<file path="src/rtl/ttl_gate_exerciser.sv">
// Self-checking exerciser for a bank of identical combinational gates: walks every input vector,
// samples responses SETTLE clocks later against TRUTH, and accumulates fail flags and an error count.
module ttl_gate_exerciser #(
    parameter int CHANNELS = 4,
    parameter int INPUTS   = 2,
    parameter     TRUTH    = 4'b0001,
    parameter int SETTLE   = 3,
    parameter bit RZ       = 1'b1,
    parameter int ERRW     = 8
) (
    input  logic                         clk,
    input  logic                         rst,
    input  logic                         start,
    output logic [CHANNELS*INPUTS-1:0]   stim,
    input  logic [CHANNELS-1:0]          resp,
    output logic                         busy,
    output logic                         done,
    output logic                         pass,
    output logic [CHANNELS-1:0]          fail_mask,
    output logic [ERRW-1:0]              err_count,
    output logic [INPUTS-1:0]            vec
);

    localparam int NPAT = 2 ** INPUTS;
    localparam int NCHK = RZ ? (2 * NPAT - 1) : NPAT;
    localparam int SW   = $clog2(NCHK + 1);
    localparam int TW   = (SETTLE > 1) ? $clog2(SETTLE) : 1;
    localparam int CW   = $clog2(CHANNELS + 1);
    localparam int AW   = ((ERRW > CW) ? ERRW : CW) + 1;

    localparam logic [NPAT-1:0] TRUTH_TBL = NPAT'(TRUTH);

    if (SETTLE < 1) begin : g_bad_settle
        $error("ttl_gate_exerciser: SETTLE must be at least 1");
    end
    if (INPUTS < 1 || INPUTS > 4) begin : g_bad_inputs
        $error("ttl_gate_exerciser: INPUTS must be in 1..4");
    end
    if ($bits(TRUTH) != NPAT) begin : g_bad_truth
        $error("ttl_gate_exerciser: TRUTH width must equal 2**INPUTS");
    end

    typedef enum logic [1:0] {
        StIdle,
        StRun,
        StDone
    } state_e;

    state_e          state_q;
    logic [SW-1:0]   step_q;
    logic [TW-1:0]   timer_q;

    logic [CHANNELS-1:0] mismatch;
    logic [CW-1:0]       pop;
    logic [AW-1:0]       err_sum;
    logic [ERRW-1:0]     err_next;
    logic [SW-1:0]       step_inc;
    logic [INPUTS-1:0]   vec_inc;

    // RZ=1 interleaves zeros: odd steps carry pattern (s+1)/2, even steps carry 0.
    function automatic logic [INPUTS-1:0] vec_of(input logic [SW-1:0] s);
        logic [SW-1:0] half;
        half = (s + SW'(1)) >> 1;
        if (RZ) begin
            return s[0] ? INPUTS'(half) : '0;
        end
        return INPUTS'(s);
    endfunction

    always_comb begin
        mismatch = resp ^ {CHANNELS{TRUTH_TBL[vec]}};
        pop      = '0;
        for (int c = 0; c < CHANNELS; c++) begin
            pop = pop + CW'(mismatch[c]);
        end
        err_sum  = AW'(err_count) + AW'(pop);
        err_next = (err_sum > AW'({ERRW{1'b1}})) ? {ERRW{1'b1}} : err_sum[ERRW-1:0];
        step_inc = step_q + SW'(1);
        vec_inc  = vec_of(step_inc);
    end

    always_ff @(posedge clk) begin
        if (rst) begin
            state_q   <= StIdle;
            step_q    <= '0;
            timer_q   <= '0;
            stim      <= '0;
            vec       <= '0;
            busy      <= 1'b0;
            done      <= 1'b0;
            pass      <= 1'b0;
            fail_mask <= '0;
            err_count <= '0;
        end else begin
            case (state_q)
                StIdle, StDone: begin
                    if (start) begin
                        state_q   <= StRun;
                        step_q    <= '0;
                        timer_q   <= TW'(SETTLE - 1);
                        stim      <= '0;
                        vec       <= '0;
                        busy      <= 1'b1;
                        done      <= 1'b0;
                        pass      <= 1'b0;
                        fail_mask <= '0;
                        err_count <= '0;
                    end
                end
                StRun: begin
                    if (timer_q != '0) begin
                        timer_q <= timer_q - TW'(1);
                    end else begin
                        fail_mask <= fail_mask | mismatch;
                        err_count <= err_next;
                        if (step_q == SW'(NCHK - 1)) begin
                            state_q <= StDone;
                            busy    <= 1'b0;
                            done    <= 1'b1;
                            pass    <= (err_next == '0);
                            stim    <= '0;
                            vec     <= '0;
                        end else begin
                            step_q  <= step_inc;
                            timer_q <= TW'(SETTLE - 1);
                            vec     <= vec_inc;
                            stim    <= {CHANNELS{vec_inc}};
                        end
                    end
                end
                default: state_q <= StIdle;
            endcase
        end
    end

endmodule

</file>
<file path="config.mk">
export PLATFORM = sky130hd
export DESIGN_NAME = ttl_gate_exerciser
export DESIGN_NICKNAME = d
export VERILOG_FILES = /design/src/rtl/ttl_gate_exerciser.sv
export SDC_FILE = /design/constraint.sdc
export NUM_CORES = 1
export LEC_CHECK = 0
export ABC_AREA = 1
export ABC_CLOCK_PERIOD_IN_PS = 2500
export CAP_MARGIN = 20
export CORE_MARGIN = 2
export CORE_UTILIZATION = 40
export CTS_BUF_LIST = sky130_fd_sc_hd__clkbuf_8
export CTS_CLUSTER_SIZE = 10
export DETAILED_ROUTE_END_ITERATION = 12
export PLACE_DENSITY = 0.68
export SYNTH_ARGS = -nofsm -noshare
export SYNTH_HDL_FRONTEND = slang
export SYNTH_SLANG_ARGS = --single-unit
</file>
<file path="constraint.sdc">
create_clock -name clk -period 2.5 [get_ports clk]
set_input_delay 0.25 -clock clk [delete_from_list [all_inputs] [get_ports clk]]
set_output_delay 0.25 -clock clk [all_outputs]
set_load 0.005 [all_outputs]
</file>
**Word-level counts from Yosys, hierarchy flattened**

Cells that the tools add are included.

- Muxes and demuxes: 40
- Eq/ne operators: 8
- $lt $le $gt $ge: 2
- Reductions and logical operators: 10
- Bitwise operators: 2
- $add $sub $neg: 7

Operators by type and width:

| operator | count |
|---|---|
| $mux W8 | 5 |
| $pmux W8 S2 | 2 |
| $mux W2 | 10 |
| $pmux W2 S2 | 3 |
| $add A8 B3 Y9 | 1 |
| $gt A9 B8 Y1 const B | 1 |
| $mux W1 | 9 |
| $mux W3 | 3 |
| $reduce_and A3 Y1 | 3 |
| $logic_not A8 Y1 | 1 |
| $mux W4 | 2 |
| $ne A2 B2 Y1 const B | 4 |
| $pmux W4 S2 | 1 |
| $reduce_and A4 Y1 | 2 |
| $add A3 B1 Y3 const B | 2 |
| $pmux W1 S2 | 3 |
| $pmux W3 S2 | 1 |
| $or A4 B4 Y4 | 1 |
| $reduce_bool A2 Y1 | 2 |
| $xor A4 B4 Y4 | 1 |
| $add A2 B1 Y3 | 1 |
| $add A3 B1 Y3 | 1 |
| $eq A3 B3 Y1 const B | 1 |
| $lt A2 B3 Y1 const B | 1 |
| 8 further kinds | 8 |

- Logic and storage cells: 79
- Register bits: 32
- Bits of input ports: 7
- Output and inout bits: 25

**Longest topological paths before layout**

- Word-level depth: 13
- Depth in mapped cells: 16
- Depth with buffers taken out: 16

**Worst setup path before layout**

Ideal clock, no wire load.

- Kind: reg2reg
- Start point: register, netlist name stim[5]
- End point: register pass
- Path buffers: 0
- Path slack: -0.276 ns
- Required time: 2.368 ns
- Setup time: 0.132 ns
- Cell stages (with the launch flop): 16
- Clock period less this slack: 2.776 ns
- Data arrival time: 2.644 ns
- Path through: dfxtp_1 -> nor2_1 -> xnor2_1 -> fa_1 -> fa_1 -> inv_1 -> fa_1 -> nand2_2 -> nor2_1 -> nand2_1 -> nand2_1 -> inv_1 -> nand2_1 -> nor2_1 -> nand3_1 -> a21oi_1

RTL lines:

| item | line | RTL |
|---|---|---|
| end signal, assigned | 120 | `pass <= (err_next == '0);` |
| end, declared | 18 | `output logic pass,` |

==> qor.yml <==
status: "complete, but fails checks"
violations: "negative setup slack"
numPortBuffers: 31
ant_nets: 0
crit_slowest_cell: "fa_1"
peakVddDrop_uv: 294
wl_per_cell_um: 11.4
grt_max_degree: 14
pin_count: 32
end_kind: "register"
area_delta_synth_final_pct: 33.0
antenna_cells: 0
period_share: 1.06
drive_gt1_frac: 0.193
path_cells: "nor2_4 > xnor2_2 > fa_1 > fa_2 > inv_2 > fa_2 > nand2_4 > inv_2 > nand2_2 > nand2_1 > nand2_2 > inv_1 > nand2_1 > nor2_1 > nand3_1 > a21oi_1"
drv_cap: 0
hold_end: "busy$_SDFFE_PP0P_"
place_hpwl_mm: 2.33
drc_errors: 0
syn_area_um2: 1450
avgSynthCellArea_um2: 7.26
yosysSeqAreaShare: 0.331
p_per_area_nw_per_um2: 497
vias: 1301
clockBufferDepth: 2
die_w_um: 64.2
max_slew.worst_pin.slew_ns: 0.316
antenna_found_initial: 0
critPathTopFamily: "adder cells"
power.leakage_uw: 0.000844
holdCritPathClass: "register to register"
cts_max_level: 1
cts_num_sinks: 24
gr-usage-met1: 0.191
synthCells: 200
rr_startpoint: "stim[5]$_SDFFE_PP0P_"
core_area_um2: 3420
ys_warn_count: 0
critPathMaxFanout: 3
drtIter0Drc: 28
worstHoldStart: "busy$_SDFFE_PP0P_"
grt_util_met3: 0.0352
swShare: 0.312
cp_num_buf_inv: 3
synth_seq_cells: 24
fin_ws_ns: -0.159
synth_cell_type_count: 27
grt_pass1_vias: 1190
grt.overflow.total: 0
cts_tree: "built"
cpPeakStageDelay_ns: 0.47
pwr-share-clk: 0.239
routed_wl_mm: 3.18
die_height_um: 64.2
grt_pass1_wl_mm: 5.12
std_cell_rows: 21
comb_power_share: 0.319
path_class: "register to register"
drt_first_pass_iters: 4
min_path_cells: 2
r2r-end: "pass$_SDFFE_PP0P_"
finalNetCount: 252
worstSetupStartpoint: "stim[5]$_SDFFE_PP0P_"
reg2reg_depth: 16
seqPwrFrac: 0.442
syn_nets: 217
fill_cells: 316
r2r_setup_slack_ns: -0.16
p_int_uw: 661
initial_core_util: 0.425
switching_power_uw: 299
design_area_um2: 1930
rsz0062_at_grt: "true"
clock_latency_ns: 0.27
startpoint_type: "register"
dp.cells: 272
final_cells: 279
cts_buffers: 3
hold_viol: 0
required_ns: 2.69
arrival_ns: 2.85
path_clk_slew_ns: 0.09
fin_worst_skew_ns: 0.0105
track_usage: 0.155
report.final.slew_viol_count: 0
grt.busiest_layer: "met2"
dieArea_um2: 4130
root_buffer: "clkbuf_8"
met2_usage: 0.264
min_period_ns: 2.66
viasPerCell: 4.66
fmax_ghz: 0.376
gp_congestion: 0.825
maxSlewHeadroom: 0.789
setup_violations: 4
postPlaceCellArea_um2: 1830
==> tightest hold or removal path, stage by stage, from the launching register on <==
cell	delay, ns
dfxtp_1	0.31
nand2_1	0.06
a21oi_1	0.05
==> cell type report <==
| type | instances | area, um2 | area share |
|---|---|---|---|
| Sequential cell | 24 | 483 | 0.250 |
| Tap cell | 46 | 57.6 | 0.0298 |
| Multi-Input combinational cell | 138 | 858 | 0.445 |
| Timing Repair Buffer | 41 | 389 | 0.202 |
| Clock buffer | 3 | 41.3 | 0.0214 |
| Inverter | 27 | 101 | 0.0525 |
==> metal layers <==
layer	routed length [um]	share of wire
met5	0	0
met4	25	0.0079
met3	96	0.030
met2	1570	0.49
met1	1490	0.47
==> worst max path at each step <==
stage,end,cells after the start
final,pass$_SDFFE_PP0P_,16
after global routing,pass$_SDFFE_PP0P_,16
after CTS,pass$_SDFFE_PP0P_,15
after detailed placement,pass$_SDFFE_PP0P_,15
after global placement,pass$_SDFFE_PP0P_,14
after floorplan,pass$_SDFFE_PP0P_,15
==> sequential cells by signal, indices dropped and copies added (netlist names) <==
name and flops:
busy 1, pass 1, stim 2, state_q 2, timer_q 2, fail_mask 4
step_q 3, err_count 8, done 1
==> cell families (layout without fill, tap and decap cells) <==
logic type	Yosys count	count (layout)	share of synthesized area
AO/OA/AOI/OAI	29	29	0.115
XOR/XNOR	6	6	0.0362
adder cells (fa/ha/maj)	10	10	0.102
buffers and inverters	38	71	0.124
flip-flops	24	24	0.331
AND/OR/NAND/NOR	93	93	0.292
==> cell usage in the layout, fill, tap and decap left out, types with 6 or more instances in the layout <==
master,count
inv_2,8
inv_1,19
ha_1,7
a21oi_1,16
nand2_1,44
buf_4,9
nor2_1,21
clkdlybuf4s50_1,31
nand3_1,8
dfxtp_1,22
nand2_2,6
==> power groups by stage <==
stage	clock [uW]	combinational [uW]	sequential, uW
finish	229	307	424
global route	249	340	427
CTS	236	301	425
detailed placement	0	281	433
global placement	0	282	433
floorplan	0	201	433
==> timing repair <==
item / in CTS / in global routing
gates resized for setup: 1 / 6
hold buffers: 0 / 0
setup buffers: 2 / 2
pin swaps: 2 / 8
endpoints found under the setup margin: 3 / 9
==> through the flow <==
stage / total power [uW] / setup WS, ns / util / setup TNS, ns / hold slack [ns]
after floorplan: 634 / -0.0244 / - / -0.0244 / 0.426
after global placement: 715 / -0.329 / 0.537 / -2.09 / 0.454
after detailed placement: 715 / -0.385 / 0.537 / -2.39 / 0.455
after CTS: 961 / -0.125 / 0.554 / -0.203 / 0.467
after global routing: 1020 / -0.355 / 0.565 / -1.54 / 0.503
final: 960 / -0.159 / 0.565 / -0.273 / 0.464
==> cells in the mapped netlist <==
master	number	share of area
a211oi_1	2	0.010
a21oi_1	18	0.062
a2bb2oi_1	1	0.0060
a31oi_1	1	0.0043
buf_4	8	0.041
buf_6	1	0.0078
clkbuf_1	2	0.0052
dfxtp_1	24	0.33
fa_1	3	0.041
ha_1	7	0.060
inv_1	20	0.052
inv_2	7	0.018
nand2_1	48	0.12
nand2_2	4	0.017
nand2_4	2	0.016
nand3_1	9	0.031
nand3b_1	2	0.010
nand4_1	3	0.013
nor2_1	23	0.059
nor2_4	1	0.0078
nor2_8	1	0.014
o211a_1	1	0.0069
o21ai_0	4	0.014
o21ai_2	1	0.0060
o21bai_1	1	0.0052
xnor2_1	4	0.024
xor2_1	2	0.012
Power figures use the tool's default switching activity.
